`config.mk`:
```
export PLATFORM = sky130hd
export DESIGN_NAME = h_write_ctrl_flat
export DESIGN_NICKNAME = d
export VERILOG_FILES = /design/src/rtl/h_write_ctrl_if.sv /design/src/rtl/h_write_ctrl.sv /design/src/flat_wrapper.sv
export SDC_FILE = /design/constraint.sdc
export NUM_CORES = 1
export LEC_CHECK = 0
export BUFFER_PORTS_ARGS = -buffer_cell sky130_fd_sc_hd__buf_2
export CELL_PAD_IN_SITES_DETAIL_PLACEMENT = 0
export CELL_PAD_IN_SITES_GLOBAL_PLACEMENT = 1
export CORE_MARGIN = 1.5
export CORE_UTILIZATION = 39
export DETAILED_ROUTE_END_ITERATION = 8
export PLACE_DENSITY_LB_ADDON = 0.15
export SKIP_LAST_GASP = 1
export SLEW_MARGIN = 20
export SYNTH_ARGS = -nofsm -noshare
export SYNTH_HDL_FRONTEND = slang
export SYNTH_SLANG_ARGS = --single-unit
```
`constraint.sdc`:
```
create_clock -name clk -period 3.1 [get_ports clk]
set_clock_uncertainty 0.15 [all_clocks]
set_input_delay 0.155 -clock clk [delete_from_list [all_inputs] [get_ports clk]]
set_output_delay 0.155 -clock clk [all_outputs]
set_load 0.02 [all_outputs]
```
`src/rtl/h_write_ctrl_if.sv`:
```
// H buffer write-side bundle: coefficient input stream plus the H storage write port.
// Latency: none (wires only).
// Backpressure: in_ready is driven by the controller (slave) back to the stream source (master).
interface h_write_ctrl_if #(
    parameter int DATA_W = 16,
    parameter int ROWS   = 4,
    parameter int COLS   = 2
);
    localparam int ROW_W = $clog2(ROWS);
    localparam int COL_W = $clog2(COLS);

    logic              in_valid;
    logic [DATA_W-1:0] in_data;
    logic              in_ready;
    logic              wr_en;
    logic [ROW_W-1:0]  wr_row;
    logic [COL_W-1:0]  wr_col;
    logic [DATA_W-1:0] wr_data;

    // Stream source and H buffer observer side.
    modport master (
        output in_valid, in_data,
        input  in_ready, wr_en, wr_row, wr_col, wr_data
    );

    // Write controller side.
    modport slave (
        input  in_valid, in_data,
        output in_ready, wr_en, wr_row, wr_col, wr_data
    );
endinterface

```
`src/rtl/h_write_ctrl.sv`:
```
// SOML H buffer write controller: column-fastest fill, load_h pulse, hold during read sweep.
// Latency: write strobe/address/data 1 cycle after handshake; load_h in the cycle of the last write.
// Backpressure: in_ready low in LOAD/HOLD (H_PINGPONG_EN: low only in LOAD or when next frame is parked).
module h_write_ctrl #(
    parameter int DATA_W   = 16,
    parameter int ROWS     = 4,
    parameter int COLS     = 2,
    parameter int READ_LEN = 128
) (
    input  logic         clk,
    input  logic         rst,
    h_write_ctrl_if.slave bus,
    input  logic         flush,
    output logic         load_h,
    output logic         busy,
    output logic [7:0]   frame_cnt
`ifdef H_PINGPONG_EN
    ,
    output logic         wr_bank,
    output logic         rd_bank
`endif
);
    localparam int ROW_W  = $clog2(ROWS);
    localparam int COL_W  = $clog2(COLS);
    localparam int IDX_W  = ROW_W + COL_W;
    localparam int HOLD_W = $clog2(READ_LEN);
    localparam logic [IDX_W-1:0]  LAST_IDX  = IDX_W'(ROWS * COLS - 1);
    localparam logic [HOLD_W-1:0] HOLD_LAST = HOLD_W'(READ_LEN - 1);
`ifdef H_PINGPONG_EN
    localparam bit PP = 1'b1;
`else
    localparam bit PP = 1'b0;
`endif

    typedef enum logic [1:0] {
        FILL = 2'd0,
        LOAD = 2'd1,
        HOLD = 2'd2
    } state_t;

    state_t            state_q, state_d;
    logic [IDX_W-1:0]  idx_q, idx_d;
    logic [HOLD_W-1:0] hold_q, hold_d;
    logic [7:0]        frame_q, frame_d;
    logic              pend_q, pend_d;   // next frame fully written, waiting for the sweep to end
    logic              wr_en_q, wr_en_d;
    logic [ROW_W-1:0]  wr_row_q, wr_row_d;
    logic [COL_W-1:0]  wr_col_q, wr_col_d;
    logic [DATA_W-1:0] wr_data_q, wr_data_d;

    logic in_rdy;
    logic take;
    logic last_word;
    logic flush_eff;
    logic enter_load;

    // Ready is a function of state only; held low while reset is asserted.
    always_comb begin
        in_rdy = 1'b0;
        if (state_q == FILL)
            in_rdy = 1'b1;
        else if (PP && state_q == HOLD && !pend_q)
            in_rdy = 1'b1;
        if (rst)
            in_rdy = 1'b0;
    end

    assign take      = bus.in_valid && in_rdy && !flush;
    assign last_word = take && (idx_q == LAST_IDX);
    // In single-bank mode flush only acts while filling; with ping-pong it also aborts the frame
    // being filled in the spare bank during HOLD. LOAD is always committed.
    assign flush_eff = flush && ((state_q == FILL) || (PP && state_q == HOLD));

    // Next-state, fill index, hold counter and registered write port.
    always_comb begin
        state_d    = state_q;
        idx_d      = idx_q;
        hold_d     = hold_q;
        frame_d    = frame_q;
        pend_d     = pend_q;
        wr_en_d    = take;
        wr_row_d   = wr_row_q;
        wr_col_d   = wr_col_q;
        wr_data_d  = wr_data_q;
        enter_load = 1'b0;

        if (take) begin
            wr_row_d  = idx_q[IDX_W-1:COL_W];
            wr_col_d  = idx_q[COL_W-1:0];
            wr_data_d = bus.in_data;
            idx_d     = last_word ? '0 : idx_q + IDX_W'(1);
        end

        if (flush_eff) begin
            idx_d  = '0;
            pend_d = 1'b0;
        end

        case (state_q)
            FILL: begin
                if (last_word)
                    state_d = LOAD;
            end
            LOAD: begin
                state_d = HOLD;
            end
            HOLD: begin
                if (hold_q == HOLD_LAST) begin
                    hold_d  = '0;
                    frame_d = frame_q + 8'd1;
                    state_d = (pend_q || last_word) ? LOAD : FILL;
                end else begin
                    hold_d = hold_q + HOLD_W'(1);
                    if (last_word)
                        pend_d = 1'b1;
                end
            end
            default: begin
                state_d = FILL;
            end
        endcase

        if (state_d == LOAD && state_q != LOAD) begin
            enter_load = 1'b1;
            pend_d     = 1'b0;
        end
    end

    // State and datapath registers, synchronous reset.
    always_ff @(posedge clk) begin
        if (rst) begin
            state_q   <= FILL;
            idx_q     <= '0;
            hold_q    <= '0;
            frame_q   <= '0;
            pend_q    <= 1'b0;
            wr_en_q   <= 1'b0;
            wr_row_q  <= '0;
            wr_col_q  <= '0;
            wr_data_q <= '0;
        end else begin
            state_q   <= state_d;
            idx_q     <= idx_d;
            hold_q    <= hold_d;
            frame_q   <= frame_d;
            pend_q    <= pend_d;
            wr_en_q   <= wr_en_d;
            wr_row_q  <= wr_row_d;
            wr_col_q  <= wr_col_d;
            wr_data_q <= wr_data_d;
        end
    end

`ifdef H_PINGPONG_EN
    logic fill_bank_q;   // bank currently being filled
    logic wr_bank_q;     // bank of the write presented on the write port
    logic rd_bank_q;

    // Bank tracking: the reader takes the just-filled bank, the filler moves to the other one.
    // wr_bank is registered with each write so the final word of a frame, which lands in the
    // LOAD cycle, still targets the bank that was filled.
    always_ff @(posedge clk) begin
        if (rst) begin
            fill_bank_q <= 1'b0;
            wr_bank_q   <= 1'b0;
            rd_bank_q   <= 1'b0;
        end else begin
            if (take)
                wr_bank_q <= fill_bank_q;
            if (enter_load) begin
                rd_bank_q   <= fill_bank_q;
                fill_bank_q <= ~fill_bank_q;
            end
        end
    end

    assign wr_bank = wr_bank_q;
    assign rd_bank = rd_bank_q;
`endif

    assign bus.in_ready = in_rdy;
    assign bus.wr_en    = wr_en_q;
    assign bus.wr_row   = wr_row_q;
    assign bus.wr_col   = wr_col_q;
    assign bus.wr_data  = wr_data_q;
    assign load_h       = (state_q == LOAD);
    assign busy         = (state_q == LOAD) || (state_q == HOLD);
    assign frame_cnt    = frame_q;

endmodule
```
`src/flat_wrapper.sv`:
```
// flat-port wrapper written by rule: the top's interface ports become plain ports
module h_write_ctrl_flat 
#(
    parameter int DATA_W   = 16,
    parameter int ROWS     = 4,
    parameter int COLS     = 2,
    parameter int READ_LEN = 128
)
  (clk, rst, flush, load_h, busy, frame_cnt, bus_in_valid, bus_in_data, bus_in_ready, bus_wr_en, bus_wr_row, bus_wr_col, bus_wr_data);
  h_write_ctrl_if #(.DATA_W(DATA_W), .ROWS(ROWS), .COLS(COLS)) bus_i ();
  input  logic clk;
  input  logic rst;
  input  logic flush;
  output logic load_h;
  output logic busy;
  output logic [7:0] frame_cnt;
  input wire logic [$bits(bus_i.in_valid)-1:0] bus_in_valid;
  input wire logic [$bits(bus_i.in_data)-1:0] bus_in_data;
  output wire logic [$bits(bus_i.in_ready)-1:0] bus_in_ready;
  output wire logic [$bits(bus_i.wr_en)-1:0] bus_wr_en;
  output wire logic [$bits(bus_i.wr_row)-1:0] bus_wr_row;
  output wire logic [$bits(bus_i.wr_col)-1:0] bus_wr_col;
  output wire logic [$bits(bus_i.wr_data)-1:0] bus_wr_data;
  assign bus_i.in_valid = bus_in_valid;
  assign bus_i.in_data = bus_in_data;
  assign bus_in_ready = bus_i.in_ready;
  assign bus_wr_en = bus_i.wr_en;
  assign bus_wr_row = bus_i.wr_row;
  assign bus_wr_col = bus_i.wr_col;
  assign bus_wr_data = bus_i.wr_data;
  h_write_ctrl #(.DATA_W(DATA_W), .ROWS(ROWS), .COLS(COLS), .READ_LEN(READ_LEN)) u_core (.clk(clk), .rst(rst), .bus(bus_i), .flush(flush), .load_h(load_h), .busy(busy), .frame_cnt(frame_cnt));
endmodule
```
==> results_dict.tcl, run 1 <==
set metrics [dict create \
    synth_compound_area_share_pct 13.7 \
    ys_seq_area_share_pct 47.1 \
    maxCapViolations 0 \
    syn2layout_area_growth_pct 33.2 \
    hpwl_um 2470 \
    muxShareOfSynthArea_pct 1.87 \
    rsz0062_at_grt "false" \
    grt_usage_pct 16.0 \
    grt_pass1_vias 1444 \
    num_vias 1620 \
    seqCellArea_um2 821 \
    cts_resized 0 \
    path_max_fanout 10 \
    nets 304 \
    drv_slew 0 \
    initial_core_util_pct 40.3 \
    critPathLaunch "u_core.state_q[0]$_SDFF_PP0_" \
    cts_buffers 5 \
    max_freq_mhz 452 \
    fin_worst_hold_slack_ns 0.0846 \
    port_buffers 50 \
    dr_wl_met2_um 1780 \
    clockBufferDepth 2 \
    critPathKind "register to register" \
    die_height_um 69.9 \
    layout-drive-gt1-share_pct 24.2 \
    synth-async-reset-ratio_pct 0 \
    htreeDepth 2 \
    leakagePower_uw 0.000969 \
    grt_pass1_wl_um 6390 \
    end_kind "register" \
    n_antenna_cell 0 \
    hold_path.startpoint "flush" \
    wire_per_inst_um 11.6 \
    synth_top_family_by_area "simple AND/OR/NAND/NOR gates" \
    tritoncts "yes" \
    hp-class "input port to register" \
    via_per_inst 4.92 \
    cp.arrival_ns 2.25 \
    routed_wl_um 3830 \
    syn_nets 238 \
    ys_ff_latch 41 \
    die_x_um 69.9 \
    drc 0 \
    setup_violations 0 \
    pre_cts_slack_ns 0.891 \
    synth_ff_type "dfxtp_1" \
    critPathLaunchType "register" \
    synth_xor_area_share_pct 3.02 \
    routed.top_layer "met4" \
    fin_crit_sh_pct 71.4 \
    utilization_pct 53.7 \
    firstDrtPassIters 4 \
    overflow 0 \
    tns_ns 0 \
    core_area_mm2 0.00432 \
    critPathBufInv 1 \
    synth-simple-area-share_pct 25.5 \
    ir_drop_uv 268 \
    fp.dieArea_mm2 0.00488 \
    synth_area_mm2 0.00174 \
    rows 24 \
    run_status "finished clean" \
    met3_length_um 210 \
    finalHoldViolCount 0 \
    finalCriticalPeriod_ns 2.21 \
    wl_met1_um 1800 \
    slew_headroom_pct 73.2 \
    timing.rr.start "u_core.state_q[0]$_SDFF_PP0_" \
    multi_input_area_um2 868 \
    synthAdderAreaFrac_pct 5.74 \
    critical-path-top-delay-family "simple AND/OR/NAND/NOR gates" \
    critPathSlowestCell "or4_4" \
    clock-root-buffer "clkbuf_8" \
    fin_ws_ns 0.887 \
    layout.cells.most_common_list "nand2_1 (54), buf_2 (50), dfxtp_1 (41), a21oi_1 (27), dlygate4sd3_1 (16)" \
    synth_cell_types 35 \
    antenna_found_initial 0 \
    drt_iter0_drc 72 \
    nFillCells 421 \
    avgSynthCellArea_um2 8.30 \
    clock-sinks 41 \
    power_density_mw_per_mm2 455 \
    ios 51 \
    clkSlewWorstSetupHoldPaths_ns 0.08 \
    slowest_delay_ns 0.54 \
    grt_max_degree 41 \
    layout_commonest_cell "nand2_1" \
    synth-edff-count 0 \
    tightest_slew_ns 0.402 \
    path_cells "inv_1, ha_1, nand2_1, or4_4, o31a_1, o21ba_1" \
    synthCells 210 \
    yosys_warnings 0 \
    postRouteAntennaNets 0 \
    clk_latency_ns 0.29 \
    place.gp.congestion 0.796 \
    cp.required_ns 3.14 \
    ff2ff_setup_slack_ns 0.89 \
]
path summary, 6_finish.rpt:
check                                         to  cells past startpoint
max             u_core.frame_cnt[7]$_SDFFE_PP0P_                      6
min                 u_core.idx_q[2]$_SDFFE_PP0P_                      4
max reg2reg     u_core.frame_cnt[7]$_SDFFE_PP0P_                      6
min reg2reg  u_core.bus.wr_data[14]$_SDFFE_PP0P_                      2
state kept, by name, summed over array words and instances, names as in the netlist:
signal / count
u_core.bus.wr_col: 1
u_core.bus.wr_row: 2
u_core.state_q: 2
u_core.bus.wr_data: 16
u_core.frame_cnt: 8
u_core.pend_q: 1
u_core.hold_q: 7
u_core.idx_q: 3
u_core.bus.wr_en: 1
cells in the mapped netlist (3+ instances only):
cell      instances  share of area (%)
nor2_1           11                2.4
buf_1             3               0.65
ha_1              8                5.7
clkbuf_1          6                1.3
a21oi_1          27                7.8
o21ai_0           4                1.1
nand3_1           8                2.3
a311oi_1          4                2.0
inv_1             4               0.86
or3_1             4                1.4
dfxtp_1          41                 47
xor2_1            4                2.0
nor3_1            3               0.86
nand2_1          54                 12
layout make-up:
type	count	area share [%]
clock inverters	2	1.62
inverters	4	0.647
clock buffers	6	3.56
repair buffers	69	18.6
well taps	52	2.80
multi-input cells	155	37.4
flip-flops and latches	41	35.3
tightest hold or removal path: stages:
cell and delay (ns):
buf_2 0.09, nand2_1 0.07, nand2b_1 0.12, a21oi_1 0.05
per-stage QoR:
step	power (uW)	cells	cell area, um^2
6_report	1060	329	2320
5_1_grt	1100	329	2320
4_1_cts	1080	329	2320
3_5_place_dp	611	305	2040
3_3_place_gp	610	305	2040
2_1_floorplan	583	210	1740
power breakdown:
part / total, uW / switching (uW) / internal [uW] / leakage (uW)
combinational: 75.7 / 40.4 / 35.3 / 0.000580
sequential: 537 / 3.32 / 534 / 0.000331
clock: 444 / 182 / 262 / 0.0000574
total: 1060 / 226 / 831 / 0.000969
routing by layer:
layer / global-route usage (%) / vias to the layer above
met5: 0 / -
met3: 4.18 / 4
li1: - / 850
met4: 5.77 / 0
met2: 25.7 / 42
met1: 20.7 / 724
repair_timing:
action | 4_1_cts | 5_1_grt
setup endpoints to repair | 0 | 0
hold buffers | 16 | 0
endpoints found under the hold margin | 16 | 0
buffers inserted | 0 | 0
cell families after synthesis:
kind of cell / after synthesis
adder cells (fa/ha/maj): 8
AND/OR/NAND/NOR: 97
XOR/XNOR: 6
AO/OA/AOI/OAI: 41
flip-flops: 41
multiplexers: 3
buffers and inverters: 14
Note: power is estimated with default switching activity, not from simulation.
==> inputs of run 2 (changes only) <==
- CORE_UTILIZATION: 39 -> 33
- clock period: 3.1 -> 1.9 ns (I/O delays scaled with it)
==> run 2 against run 1 <==
Global-route usage shrank 0.69 points. Wire length grew 9.6%. Die area is 17% higher. Clock power grew 67%. Critical path type unchanged. Critical endpoint is now u_core.frame_cnt[5]$_SDFFE_PP0P_.
==> results_dict.tcl, run 2 (synthesis results as in run 1) <==
set metrics [dict create \
    maxCapViolations 0 \
    largest_register_ffs 16 \
    fp.dieArea_mm2 0.00573 \
    path_max_fanout 6 \
    run_status "finished clean" \
    postRouteAntennaNets 0 \
    grt_usage_pct 15.3 \
    clockBufferDepth 2 \
    die_x_um 75.7 \
    ios 51 \
    utilization_pct 49.9 \
    clkSlewWorstSetupHoldPaths_ns 0.08 \
    firstDrtPassIters 4 \
    path_cells "inv_2, ha_4, nand2_2, or4_4, or3_1, a21oi_1" \
    tritoncts "yes" \
    fin_crit_sh_pct 96.9 \
    hp-class "input port to register" \
    layout.cells.most_common_list "nand2_1 (53), buf_2 (50), dfxtp_1 (37), a21oi_1 (26), buf_4 (22)" \
    rows 26 \
    port_buffers 50 \
    grt_pass1_wl_um 6670 \
    leakagePower_uw 0.00107 \
    end_kind "register" \
    n_antenna_cell 0 \
    cp.required_ns 1.98 \
    place.gp.congestion 0.707 \
    layout-drive-gt1-share_pct 33.3 \
    grt_max_degree 41 \
    tns_ns 0 \
    nFillCells 539 \
    syn2layout_area_growth_pct 46.1 \
    setup_violations 0 \
    ir_drop_uv 246 \
    die_height_um 75.7 \
    htreeDepth 2 \
    cp.arrival_ns 1.92 \
    drv_slew 0 \
    tightest_slew_ns 0.428 \
    initial_core_util_pct 34.1 \
    hpwl_um 2910 \
    slew_headroom_pct 71.5 \
    drt_iter0_drc 96 \
    seqCellArea_um2 826 \
    clock-root-buffer "clkbuf_8" \
    slowest_delay_ns 0.55 \
    critPathSlowestCell "or4_4" \
    finalCriticalPeriod_ns 1.84 \
    via_per_inst 4.55 \
    core_area_mm2 0.00511 \
    max_freq_mhz 543 \
    clock-sinks 41 \
    layout_commonest_cell "nand2_1" \
    multi_input_area_um2 907 \
    power_density_mw_per_mm2 686 \
    routed_wl_um 4190 \
    num_vias 1671 \
    critPathLaunchType "register" \
    wire_per_inst_um 11.4 \
    critPathKind "register to register" \
    finalHoldViolCount 0 \
    overflow 0 \
    grt_pass1_vias 1518 \
    clk_latency_ns 0.30 \
    cts_buffers 5 \
    nets 324 \
    drc 0 \
    antenna_found_initial 0 \
]
==> run 2: through the flow <==
stage	worst slack, ns	hold slack, ns	std cells	area, um^2	power (uW)
floorplan	0.000179	0.0810	210	1760	951
global placement	0.0710	0.189	342	2220	998
detailed placement	0.0534	0.193	342	2220	998
CTS	0.0412	0.0286	366	2500	1770
global route	-0.00910	0.0931	367	2550	1810
finish	0.0597	0.0376	367	2550	1750
==> run 2: layout make-up <==
| cell class | count | area share [%] |
|---|---|---|
| Sequential cell | 41 | 32.4 |
| Multi-Input combinational cell | 155 | 35.6 |
| Tap cell | 70 | 3.44 |
| Clock inverter | 2 | 1.47 |
| Timing Repair Buffer | 89 | 23.2 |
| Clock buffer | 6 | 3.24 |
| Inverter | 4 | 0.590 |
==> run 2: critical path, delay by kind of cell, from the launching register on <==
kind | cells | cell delay, ns
adder cells (fa/ha/maj) | 1 | 0.13
flip-flops | 1 | 0.33
buffers and inverters | 1 | 0.06
AND/OR/NAND/NOR | 3 | 0.96
AO/OA/AOI/OAI | 1 | 0.14
==> run 2: power breakdown <==
group / switching [uW] / internal (uW) / total, uW
Sequential: 5.48 / 871 / 877
Combinational: 66.6 / 60.0 / 127
Clock: 316 / 427 / 743
Total: 388 / 1360 / 1750
==> run 2: path summary, 6_finish.rpt <==
path	from	end	slack [ns]	cells after the start
max	u_core.state_q[0]$_SDFF_PP0_	u_core.frame_cnt[5]$_SDFFE_PP0P_	0.06	6
min	flush	u_core.idx_q[1]$_SDFFE_PP0P_	0.04	4
max reg2reg	u_core.state_q[0]$_SDFF_PP0_	u_core.frame_cnt[5]$_SDFFE_PP0P_	0.06	6
min reg2reg	u_core.bus.wr_data[6]$_SDFFE_PP0P_	u_core.bus.wr_data[6]$_SDFFE_PP0P_	0.30	2
==> run 2: repair_timing <==
| item | in CTS | in global routing |
|---|---|---|
| resized for setup | 0 | 11 |
| hold buffers | 16 | 0 |
| setup buffers | 0 | 1 |
| hold endpoints to repair | 16 | 0 |
| setup endpoints to repair | 0 | 4 |
==> run 2: metal layers <==
metal  vias to the layer above  track usage, %  share of wire [%]  wire, um
met5                         -               0                  0         0
met4                         0            5.36                1.3        56
met3                         5            4.10                4.1       174
met2                        32            26.5                 47      1960
met1                       752            18.3                 48      2010
li1                        882               -                  -         -
